$ cat src/rtl/RISCV_pkg.sv
// Shared RISC-V decode types for the immediate generator.
//   imm_fmt_t    : immediate format reported alongside each decoded word
//   opcode_t     : major opcodes recognised by the decoder (base set plus
//                  JALR, LUI and AUIPC)
//   skid_state_t : occupancy of the two-entry output skid buffer
package RISCV_pkg;

  // FMT_NONE must stay encoded as zero: the pipeline clears its output
  // register with '0 on reset and relies on that reading as FMT_NONE.
  typedef enum logic [2:0] {
    FMT_NONE = 3'd0,
    FMT_R    = 3'd1,
    FMT_I    = 3'd2,
    FMT_S    = 3'd3,
    FMT_B    = 3'd4,
    FMT_U    = 3'd5,
    FMT_J    = 3'd6
  } imm_fmt_t;

  typedef enum logic [6:0] {
    OPC_LOAD   = 7'b0000011,
    OPC_OP_IMM = 7'b0010011,
    OPC_AUIPC  = 7'b0010111,
    OPC_STORE  = 7'b0100011,
    OPC_OP     = 7'b0110011,
    OPC_LUI    = 7'b0110111,
    OPC_BRANCH = 7'b1100011,
    OPC_JALR   = 7'b1100111,
    OPC_JAL    = 7'b1101111
  } opcode_t;

  typedef enum logic [1:0] {
    ST_EMPTY = 2'd0,
    ST_ONE   = 2'd1,
    ST_TWO   = 2'd2
  } skid_state_t;

endpackage

$ cat src/rtl/imm_decode.sv
// Combinational immediate decoder for RV32I/RV64I instruction words.
//   instruction : raw 32-bit instruction word
//   imm         : immediate, sign-extended from its MSB to XLEN (0 for R and
//                 unrecognised opcodes)
//   fmt         : immediate format of the opcode
//   illegal     : opcode not in the recognised set
// XLEN is meant to be 32 or 64.
module imm_decode
  import RISCV_pkg::*;
#(
  parameter int XLEN = 32
) (
  input  logic [31:0]     instruction,
  output logic [XLEN-1:0] imm,
  output imm_fmt_t        fmt,
  output logic            illegal
);

  // Every base-ISA immediate fits in 32 bits once sign-extended, so build it
  // at 32 bits signed and let the final size cast extend to XLEN.
  logic signed [31:0] imm32;

  always_comb begin
    imm32   = '0;
    fmt     = FMT_NONE;
    illegal = 1'b0;
    case (instruction[6:0])
      OPC_OP_IMM, OPC_LOAD, OPC_JALR: begin
        fmt   = FMT_I;
        imm32 = {{20{instruction[31]}}, instruction[31:20]};
      end
      OPC_STORE: begin
        fmt   = FMT_S;
        imm32 = {{20{instruction[31]}}, instruction[31:25], instruction[11:7]};
      end
      OPC_BRANCH: begin
        fmt   = FMT_B;
        imm32 = {{19{instruction[31]}}, instruction[31], instruction[7],
                 instruction[30:25], instruction[11:8], 1'b0};
      end
      OPC_LUI, OPC_AUIPC: begin
        fmt   = FMT_U;
        imm32 = {instruction[31:12], 12'b0};
      end
      OPC_JAL: begin
        fmt   = FMT_J;
        imm32 = {{11{instruction[31]}}, instruction[31], instruction[19:12],
                 instruction[20], instruction[30:21], 1'b0};
      end
      OPC_OP: begin
        fmt   = FMT_R;
        imm32 = '0;
      end
      default: begin
        illegal = 1'b1;
      end
    endcase
  end

  assign imm = XLEN'(imm32);

endmodule

$ cat src/rtl/imm_gen_pipe.sv
// Pipelined immediate generator with a two-entry skid buffer.
// Each accepted instruction/pc pair is decoded on the way in; the result
// (immediate, pc + immediate, format, illegal flag) is registered and shown
// on the outputs one cycle later.
//   clk, rst          : clock, asynchronous active-low reset
//   flush             : discard all held entries (and any same-cycle offer)
//   in_valid/in_ready : input handshake; instruction, pc ride with it
//   out_valid/out_ready : output handshake; imm, target, fmt, illegal ride with it
//   illegal_cnt       : saturating count of accepted illegal words
//   dbg_state         : skid buffer occupancy
//
// Handshake: a word moves across an interface on a rising edge where valid
// and ready are both 1. A producer holding valid keeps its payload stable
// until it is taken; out_valid is never withdrawn and the output payload
// never changes while out_ready is 0. in_ready is a flop (state != TWO for
// the coming cycle), so it has no combinational dependence on out_ready.
module imm_gen_pipe
  import RISCV_pkg::*;
#(
  parameter int XLEN  = 32,
  parameter int CNT_W = 16
) (
  input  logic             clk,
  input  logic             rst,
  input  logic             flush,
  input  logic             in_valid,
  output logic             in_ready,
  input  logic [31:0]      instruction,
  input  logic [XLEN-1:0]  pc,
  output logic             out_valid,
  input  logic             out_ready,
  output logic [XLEN-1:0]  imm,
  output logic [XLEN-1:0]  target,
  output imm_fmt_t         fmt,
  output logic             illegal,
  output logic [CNT_W-1:0] illegal_cnt,
  output skid_state_t      dbg_state
);

  typedef struct packed {
    logic [XLEN-1:0] imm;
    logic [XLEN-1:0] target;
    imm_fmt_t        fmt;
    logic            illegal;
  } entry_t;

  logic [XLEN-1:0] dec_imm;
  imm_fmt_t        dec_fmt;
  logic            dec_illegal;
  entry_t          in_entry;

  skid_state_t     state_q, state_d;
  entry_t          out_q, out_d;
  entry_t          skid_q, skid_d;
  logic            in_ready_q;
  logic [CNT_W-1:0] cnt_q;

  logic accept;
  logic drain;

  imm_decode #(.XLEN(XLEN)) u_decode (
    .instruction (instruction),
    .imm         (dec_imm),
    .fmt         (dec_fmt),
    .illegal     (dec_illegal)
  );

  // Illegal words decode to imm = 0, so their target is simply pc.
  // The adder wraps at XLEN bits by construction.
  always_comb begin
    in_entry         = '0;
    in_entry.imm     = dec_imm;
    in_entry.target  = pc + dec_imm;
    in_entry.fmt     = dec_fmt;
    in_entry.illegal = dec_illegal;
  end

  // A word offered during flush is neither stored nor counted.
  assign accept = in_valid && in_ready_q && !flush;
  assign drain  = (state_q != ST_EMPTY) && out_ready;

  // out_q is the visible head; skid_q only ever holds the word behind it.
  // In TWO in_ready_q is 0, so no accept can arrive there.
  always_comb begin
    state_d = state_q;
    out_d   = out_q;
    skid_d  = skid_q;
    case (state_q)
      ST_EMPTY: begin
        if (accept) begin
          state_d = ST_ONE;
          out_d   = in_entry;
        end
      end
      ST_ONE: begin
        if (accept && drain) begin
          out_d = in_entry;
        end else if (accept) begin
          state_d = ST_TWO;
          skid_d  = in_entry;
        end else if (drain) begin
          state_d = ST_EMPTY;
        end
      end
      ST_TWO: begin
        if (drain) begin
          state_d = ST_ONE;
          out_d   = skid_q;
        end
      end
      default: begin
        state_d = ST_EMPTY;
      end
    endcase
    if (flush) begin
      state_d = ST_EMPTY;
    end
  end

  always_ff @(posedge clk or negedge rst) begin
    if (!rst) begin
      state_q    <= ST_EMPTY;
      out_q      <= '0;
      skid_q     <= '0;
      in_ready_q <= 1'b0;
    end else begin
      state_q    <= state_d;
      out_q      <= out_d;
      skid_q     <= skid_d;
      in_ready_q <= (state_d != ST_TWO);
    end
  end

  // Counts accepted words only; flush leaves the count alone.
  always_ff @(posedge clk or negedge rst) begin
    if (!rst) begin
      cnt_q <= '0;
    end else if (accept && dec_illegal && (cnt_q != {CNT_W{1'b1}})) begin
      cnt_q <= cnt_q + CNT_W'(1);
    end
  end

  assign in_ready    = in_ready_q;
  assign out_valid   = (state_q != ST_EMPTY);
  assign imm         = out_q.imm;
  assign target      = out_q.target;
  assign fmt         = out_q.fmt;
  assign illegal     = out_q.illegal;
  assign illegal_cnt = cnt_q;
  assign dbg_state   = state_q;

endmodule

$ cat config.mk
export PLATFORM = sky130hd
export DESIGN_NAME = imm_gen_pipe
export DESIGN_NICKNAME = d
export VERILOG_FILES = /design/src/rtl/RISCV_pkg.sv /design/src/rtl/imm_decode.sv /design/src/rtl/imm_gen_pipe.sv
export SDC_FILE = /design/constraint.sdc
export NUM_CORES = 1
export LEC_CHECK = 0
export CORE_UTILIZATION = 40
export DETAILED_ROUTE_END_ITERATION = 8
export GPL_TIMING_DRIVEN = 0
export PLACE_DENSITY = 0.72
export SLEW_MARGIN = 0
export SYNTH_ARGS = -nofsm -noshare
export SYNTH_HDL_FRONTEND = slang
export SYNTH_SLANG_ARGS = --single-unit
$ cat constraint.sdc
create_clock -name clk -period 2.6 [get_ports clk]
set_input_delay 0.52 -clock clk [delete_from_list [all_inputs] [get_ports clk]]
set_output_delay 0.52 -clock clk [all_outputs]
set_load 0.1 [all_outputs]
# --- Word-level counts from Yosys, hierarchy flattened ---
# Index checks and enable logic that the tools add are counted.
word_totals:
  output_inout_bits: 88
  wordCells: 59
  regBits: 155
  input_bits: 69
classes:
  n_reduce_logical: 15
  addsub: 2
  bitwise: 1
  mux: 14
  n_eq_ne: 16
ops:
  columns: ["op", "count"]
  rows:
  - ["$mux 68", 3]
  - ["$pmux 68 s3", 1]
  - ["$pmux 32 s5", 1]
  - ["$add 32x32->32", 1]
  - ["$eq 7x6->1 const B", 3]
  - ["$eq 7x7->1 const B", 3]
  - ["$pmux 3 s6", 1]
  - ["$add 16x1->16 const B", 1]
  - ["$ne 16x16->1 const B", 1]
  - ["$eq 7x5->1 const B", 2]
  - ["$mux 2", 6]
  - ["$reduce_or 9->1", 1]
  - ["$ne 2x2->1 const B", 4]
  - ["$eq 7x2->1 const B", 1]
  - ["$logic_and 1x1->1", 6]
  - ["$pmux 2 s3", 1]
  - ["$reduce_and 4->1", 1]
  - ["$reduce_and 3->1", 1]
  - ["$reduce_bool 3->1", 1]
  - ["$reduce_or 3->1", 1]
  - ["$eq 2x1->1 const B", 1]
  - ["$eq 2x2->1 const B", 1]
  - ["$logic_not 2->1", 1]
  - ["$reduce_bool 2->1", 1]
  - ["other kinds (4)", 4]

# --- Logic depth before layout (Yosys ltp) ---
# Gate-level depths: netlist (run 1).
logic_depth:
  word_depth: 8
  ltp_mapped: 19
  mapped_depth_nobuf: 16

# --- Modules after synthesis ---
# Synthesis (run 1) repeated with hierarchy kept, for this count alone.
hier_totals:
  cells_unflattened: 943
  area_unflattened_um2: 8839.7
modules_own_cells:
  columns: ["mod", "n_inst", "cells_each", "seq_area_each_um2", "area_each_um2"]
  rows:
  - ["imm_gen_pipe", 1, 861, 3878.7, 8251.7]
  - ["imm_decode", 1, 82, 0.0, 588.1]

# --- Worst setup path before layout (run 1) ---
# No wires, ideal clock.
synth_timing:
  path_type: "input to register"
  start: "in instruction[2]"
  end: "reg skid_q[26] (netlist bit)"
  cell_stages: 16
  path_buffers: 0
  t_arrival_ns: 3.385
  required_ns: 2.475
  setup_ns: 0.125
  slack_ns: -0.910
  cell_sequence: "nand4bb_4 -> nor3b_4 -> nor2b_1 -> a22oi_1 -> inv_1 -> ha_1 -> inv_1 -> fa_1 -> nor2b_4 -> o2111ai_1 -> nand3_2 -> a21oi_2 -> o21a_4 -> o31ai_1 -> xor2_1 -> mux2_2"
synth_between:
  elab_chain_cells: 4
  elab_cells_between_ends: 12
  classes_between: "add/sub (1); eq/ne (8); mux (1); reduce/logical (2)"
synth_lines:
  columns: ["element", "line_no", "source"]
  rows:
  - ["start: declaration", "imm_gen_pipe.sv:28", "input logic [31:0] instruction,"]
  - ["$eq 7x5->1 (tied with other cells)", "imm_decode.sv:27", "case (instruction[6:0])"]
  - ["$reduce_or 3->1 or $reduce_or 2->1 (tied branches)", null, null]
  - ["$pmux 32 s5 *", "imm_decode.sv:27", null]
  - ["via dec_imm[0]", "imm_gen_pipe.sv:47", "logic [XLEN-1:0] dec_imm;"]
  - ["$add 32x32->32 *", "imm_gen_pipe.sv:73", "in_entry.target = pc + dec_imm;"]
  - ["end signal: assignment", "imm_gen_pipe.sv:129", "skid_q <= skid_d;"]
  - ["end: declaration", "imm_gen_pipe.sv:54", "entry_t skid_q, skid_d;"]
# The timed path passes the listed nets; every way through them passes the cells marked *.
# A chain may end at the register's enable or synchronous reset.

# --- Worst setup path in the final report (run 1) ---
layout_timing:
  start: "in instruction[2]"
  end: "reg skid_q[34] (netlist bit)"
# The elaborated chain is that of the path after synthesis.

==> out/metrics.cfg, run 1 <==
[synthesis]
netlist_instances = 958
synthSimpleGateAreaFrac_pct = 16.9
ys_types = 73
yosysTopAreaCell = dfrtp_1
synthTopCellsByArea = dfrtp_1 (45%), nand2_1 (6.1%), o21ai_0 (5.1%)
synth_compound_area_share_pct = 21.9
yosysMostFrequentCell = dfrtp_1
synthXorXnorAreaFrac_pct = 4.24
synth_mux_area_share_pct = 3.18
syn_area_sq_um = 8690
ys_seq_elements = 155
synth_edf_count = 0
synth_top_area_share_pct = 44.7
synthArstFlopShare_pct = 100
synth_common_cells = dfrtp_1 (155), nand2_1 (142), o21ai_0 (89), a21oi_1 (86), nor2_1 (63)
synth_nets = 1060
yosys_warnings = 0
seq_area_frac_synth_pct = 44.7
synth_ff_type = dfrtp_1
synth_fa_ha_area_share_pct = 4.84
avgSynthCellArea_sq_um = 9.07
synth_top_family_by_area = compound AO/OA/AOI/OAI gates

[setup_path]
start_kind = input pin
worstRegToRegCells = 5
path_class = input pin to flop
critical_path_required_ns = 2.98
arrival_ns = 3.78
cp_max_fo = 5
end_kind = flop

[floorplan]
num_rows = 53
dieArea_sq_um = 22300
coreArea_sq_um = 21200
start_util_pct = 41.1
die_w_microns = 149
fp.dieH_microns = 149
num_io_pins = 157

[finish]
drive_above_1_share_pct = 31.7
final_util_pct = 63.3
antenna_cells = 0
final_nets = 1321
area_growth_pct = 54.3

[cts]
clock_latency_ns = 0.44
cts.htree.levels = 4
clock-sinks = 155
numCtsBuffers = 17
clkTransAtPathRegs_ns = 0.07
cts_hold_buf = 0
cts_tree = built
cts.path.max_buffers = 2
root_buffer = clkbuf_16

[global_route]
antenna_found_initial = 0
grt_max_degree = 85
grt_usage_pct = 27.6
grt_pass1_vias = 8506
overflow = 0
grt_pass1_wl_microns = 46500

[sta]
maxSlewViolCount = 0
period_needed_ns = 3.40
fmax_mhz = 294
setup_violations = 55
setup_ws_ns = -0.798
worst_slew_pin_slew_ns = 1.02
hold_viol_final = 0
post-route-period-util_pct = 131
rsz0062_at_grt = true
max-slew-margin-rel_pct = 31.7
timing.hold.ws_ns = 0.154
setup_tns_ns = -28.00
finClkSkew_ns = 0.00954

[power]
power_density_nw_per_um2 = 669
peakVddDrop_mv = 0.436
power_mw = 8.96
p_leak_nw = 6.10

[route]
drc = 0
ant_nets = 0
wl_microns = 31100
viasPerCell = 5.76
wl_per_cell_microns = 20.6
drt_iter0_markers = 730
firstDrtPassIters = 5
dr_total_vias = 8675

[placement]
portBuffers = 156
place_ws_ns = -2.02
hpwl_microns = 20700
gp_congestion = 0.940

[hold_path]
hp-class = input pin to async pin

[job]
cap_violations = 0

[run_status]
violations = setup timing
outcome = finished, violations left

-- metrics by stage --
step / cells / area (sq um)
5_1_grt: 1507 / 13400
3_3_place_gp: 1389 / 10900
2_1_floorplan: 958 / 9000
6_report: 1507 / 13400
4_1_cts: 1492 / 12900
3_5_place_dp: 1390 / 10900
-- what timing repair did --
| action | 4_1_cts | 5_1_grt |
|---|---|---|
| gates resized for setup | 209 | 103 |
| buffers inserted | 77 | 28 |
| pin swaps | 87 | 60 |
| cloned | 1 | 0 |
| setup endpoints to repair | 91 | 123 |
-- layout by cell type, fill, tap and decap left out, types with 7 or more instances in the layout --
cell             Yosys  final
buf_2                9      7
xor2_1              16     10
inv_2                0     12
buf_6                2     22
o211ai_1            10     10
clkdlybuf4s50_1      0    141
o21ai_0             89     53
clkbuf_2             1      8
and3_1              15     13
a21oi_1             86     49
o21ai_2              1     11
mux2_2              21     18
and2_4               1      7
xnor2_2              0     11
a21o_1              20     19
a211oi_1            16     15
xnor2_1             26     11
inv_1               36     24
o21ai_1              7     28
buf_4                1     69
nand3_1             26     21
nand2_1            142    129
ha_1                32      8
a31oi_1             20     16
clkbuf_1            41     27
nor2_1              63     60
nand4_1              7      7
dfrtp_1            155    151
a21oi_2             13     33
clkbuf_16            0     17
a21oi_4              1     18
ha_4                 0     21
nand2_2              0      8
-- power breakdown --
part	switching (mW)	internal, mW	total (mW)
Sequential	0.262	2.79	3.06
Clock	1.09	1.48	2.56
Combinational	2.38	0.963	3.34
-- cell type report --
class                   count  area [sq um]
plain buffers              48           258
multi-input cells         712          5740
inverters                  36           135
well taps                 275           344
clock inverters            12           138
clock buffers              20           457
flip-flops and latches    155          3880
repair buffers            249          2450
fillers                  1626          7750
-- worst max-delay path: stages --
cell and delay (ns):
buf_8 0.10, nand4bb_4 0.25, or3_4 0.40, o21ai_4 0.10, o21a_4 0.20, buf_4 0.13
a21oi_4 0.04, inv_1 0.10, ha_2 0.35, a21oi_2 0.26, o211ai_1 0.19, a21oi_2 0.24
o21ai_2 0.08, a21oi_2 0.17, o41ai_4 0.14, or4_1 0.42, nand3_1 0.08
-- routing by layer --
metal  vias up  share of wire [%]  GRT usage, %
met5         -                  0             0
li1       3901                  -             -
met4         0                3.4          12.0
met2       389                 48          44.1
met3        72                7.4          5.32
met1      4313                 41          36.2
-- worst paths after layout --
check / startpoint / slack [ns] / endpoint
worst min-delay path: rst / 0.15 / illegal_cnt[4]
max in group asynchronous: rst / 1.59 / skid_q[13]
min in group clk: imm[24] / 0.48 / imm[24]
worst min register to register: imm[24] / 0.48 / imm[24]
worst max-delay path: instruction[2] / -0.80 / skid_q[34]
worst max register to register: in_ready / 0.18 / target[28]
-- flip-flops by register name, summed over array words and instances, names as in the netlist --
signal       flops
target          32
illegal_cnt     16
in_ready         1
fmt              3
dbg_state        2
illegal          1
imm             32
skid_q          68
-- cell families (layout without fill, tap and decap cells) --
family,Yosys count,after routing
fa+ha+maj,33,33
flops,155,155
simple gates,307,307
mux,25,25
compound gates,305,305
buf+inv,91,365
xor+xnor,42,42
(Power assumes the default switching activity.)
==> inputs of run 2 (changes only) <==
--- a/config.mk
+++ b/config.mk
@@ -9,6 +9,7 @@
 export DETAILED_ROUTE_END_ITERATION = 8
 export GPL_TIMING_DRIVEN = 0
 export PLACE_DENSITY = 0.72
+export SETUP_SLACK_MARGIN = 0.02
 export SLEW_MARGIN = 0
 export SYNTH_ARGS = -nofsm -noshare
 export SYNTH_HDL_FRONTEND = slang
==> out/metrics.cfg, run 2 (synthesis gave the netlist of run 1 again) <==
[run_status]
outcome = finished, violations left
violations = setup timing

[sta]
timing.hold.ws_ns = 0.178  ; +0.0248 ns
maxSlewViolCount = 0  ; unchanged
setup_ws_ns = -0.828  ; -0.0305 ns
setup_violations = 57  ; +3.6%
fmax_mhz = 292  ; -0.89%
max-slew-margin-rel_pct = 32.0  ; +0.31 points
period_needed_ns = 3.43  ; +0.0305 ns
setup_tns_ns = -34.94  ; -6.93 ns
finClkSkew_ns = 0.0114  ; +0.00186 ns
worst_slew_pin_slew_ns = 1.02  ; -0.00464 ns
rsz0062_at_grt = true
hold_viol_final = 0  ; unchanged
post-route-period-util_pct = 132  ; +1.2 points

[power]
p_leak_nw = 6.09  ; -0.20%
power_density_nw_per_um2 = 678  ; +1.3%
power_mw = 9.04  ; +0.90%
peakVddDrop_mv = 0.384  ; -12%

[job]
cap_violations = 0  ; unchanged

[cts]
cts.htree.levels = 4  ; unchanged
root_buffer = clkbuf_16
clkTransAtPathRegs_ns = 0.06  ; about the same
cts_tree = built
numCtsBuffers = 17  ; unchanged
clock-sinks = 155  ; unchanged
clock_latency_ns = 0.44  ; about the same
cts_hold_buf = 0  ; unchanged
cts.path.max_buffers = 2  ; unchanged

[finish]
layout_common_cells = dfrtp_1 (149), clkdlybuf4s50_1 (141), nand2_1 (133), buf_4 (70), nor2_1 (59)
largest_reg_flops = 68  ; unchanged
antenna_cells = 0  ; unchanged
area_growth_pct = 53.7
final_common_cell = dfrtp_1
drive_above_1_share_pct = 30.9  ; -0.89 points
top_register = skid_q
regArea_sq_um = 3890  ; about the same
multiInputGateArea_sq_um = 5700  ; -0.70%
nFillCells = 1597  ; -1.8%
final_nets = 1324  ; +0.23%

[floorplan]
fp.dieH_microns = 149  ; unchanged
coreArea_sq_um = 21200  ; unchanged
num_io_pins = 157  ; unchanged
start_util_pct = 41.1  ; unchanged
dieArea_sq_um = 22300  ; unchanged
num_rows = 53  ; unchanged
die_w_microns = 149  ; unchanged

[setup_path]
path_class = input pin to flop
end_kind = flop
path_cells = buf_8, nand4bb_4, buf_12, nor3b_4, buf_6, or2_4, buf_12, and2_4, ha_4, o211ai_1, o21ai_1, o211ai_1, a221o_1, nor2b_4, a21oi_2, o221ai_4, a21oi_2
rr_startpoint = dbg_state[1]
slowest_delay_ns = 0.44  ; +0.02 ns
arrival_ns = 3.79  ; about the same
ff2ff_setup_slack_ns = 0.13  ; -0.05 ns
start_kind = input pin
critical_path_required_ns = 2.96  ; -0.02 ns
slowest_stage = a221o_1
worstRegToRegCells = 6  ; +1
cp_max_fo = 7  ; +2
crit_family = compound AO/OA/AOI/OAI gates
timing.critical_path.buf_inv = 4  ; +1
r2r-end = target[10]

[route]
drc = 0  ; unchanged
viasPerCell = 5.86  ; +1.9%
firstDrtPassIters = 5  ; unchanged
wl_per_cell_microns = 21.9  ; +6.2%
ant_nets = 0  ; unchanged
dr_total_vias = 8855  ; +2.1%
drt_iter0_markers = 825  ; +13%
wl_microns = 33100  ; +6.5%

[global_route]
grt_pass1_wl_microns = 46600  ; about the same
grt_max_degree = 91  ; +7.1%
grt_pass1_vias = 8523  ; +0.20%
grt_usage_pct = 27.6  ; about the same
antenna_found_initial = 0  ; unchanged
overflow = 0  ; unchanged

[placement]
portBuffers = 156  ; unchanged
hpwl_microns = 20600  ; -0.43%
gp_congestion = 0.914  ; -2.8%

[hold_path]
hp-class = input pin to async pin

## run 2: cell types whose count changed in the layout (fill, tap and decap cells not counted), moves of 4 or more
cell,previous run,this run
buf_6,22,28
a21oi_2,33,28
a21oi_4,18,23
nand2_2,8,3
nand2_1,129,133
## run 2: layout make-up
| cell class | count | area share (%) |
|---|---|---|
| timing repair buffer | 250 | 18.1 |
| clock inverter | 12 | 1.23 |
| buffer | 50 | 2.00 |
| inverter | 36 | 1.01 |
| tap | 275 | 2.58 |
| sequential | 155 | 29.1 |
| clock buffer | 20 | 3.35 |
| multi-input combinational | 712 | 42.7 |
## run 2: report_power, final
part | internal, mW | switching (mW)
sequential | 2.80 | 0.266
clock | 1.55 | 1.08
combinational | 0.946 | 2.41
## run 2: worst register-to-register path, stage by stage, from the launching register on
cell and delay (ns):
dfrtp_1 0.50, nor2b_1 0.17, clkbuf_1 0.38, clkbuf_1 0.48
clkbuf_1 0.49, nand3_1 0.18, o211ai_1 0.17
## run 2: stage by stage
stage          util (%)  setup slack [ns]  std cells  instance area, sq um
2_1_floorplan         -            -0.770        958                  9000
3_3_place_gp       51.6             -5.95       1389                 10900
3_5_place_dp       51.7             -1.83       1390                 10900
4_1_cts            60.1            -0.787       1479                 12700
5_1_grt            63.1            -0.884       1510                 13300
6_report           63.1            -0.828       1510                 13300
## run 2: worst max-delay path by stage
stage	startpoint	to	slack (ns)	cells after the start
4_1_cts	instruction[3]	skid_q[34]	-0.79	19
6_report	instruction[2]	target[25]	-0.83	17
2_1_floorplan	instruction[2]	target[30]	-0.77	16
3_5_place_dp	instruction[6]	skid_q[34]	-1.83	16
3_3_place_gp	rst	illegal_cnt[1]	-5.95	1
5_1_grt	instruction[2]	target[25]	-0.88	17
## run 2: timing repair
item | in CTS | in global routing
pin swaps | 90 | 86
setup buffers | 61 | 39
gates resized for setup | 209 | 93
gates cloned | 1 | 0
setup endpoints to repair | 87 | 84
## run 2: layer usage
metal,part of all wire [%],global-route usage [%]
met1,40,36.2
met2,46,43.5
met3,8.9,5.99
met4,5.0,12.1
met5,0,0
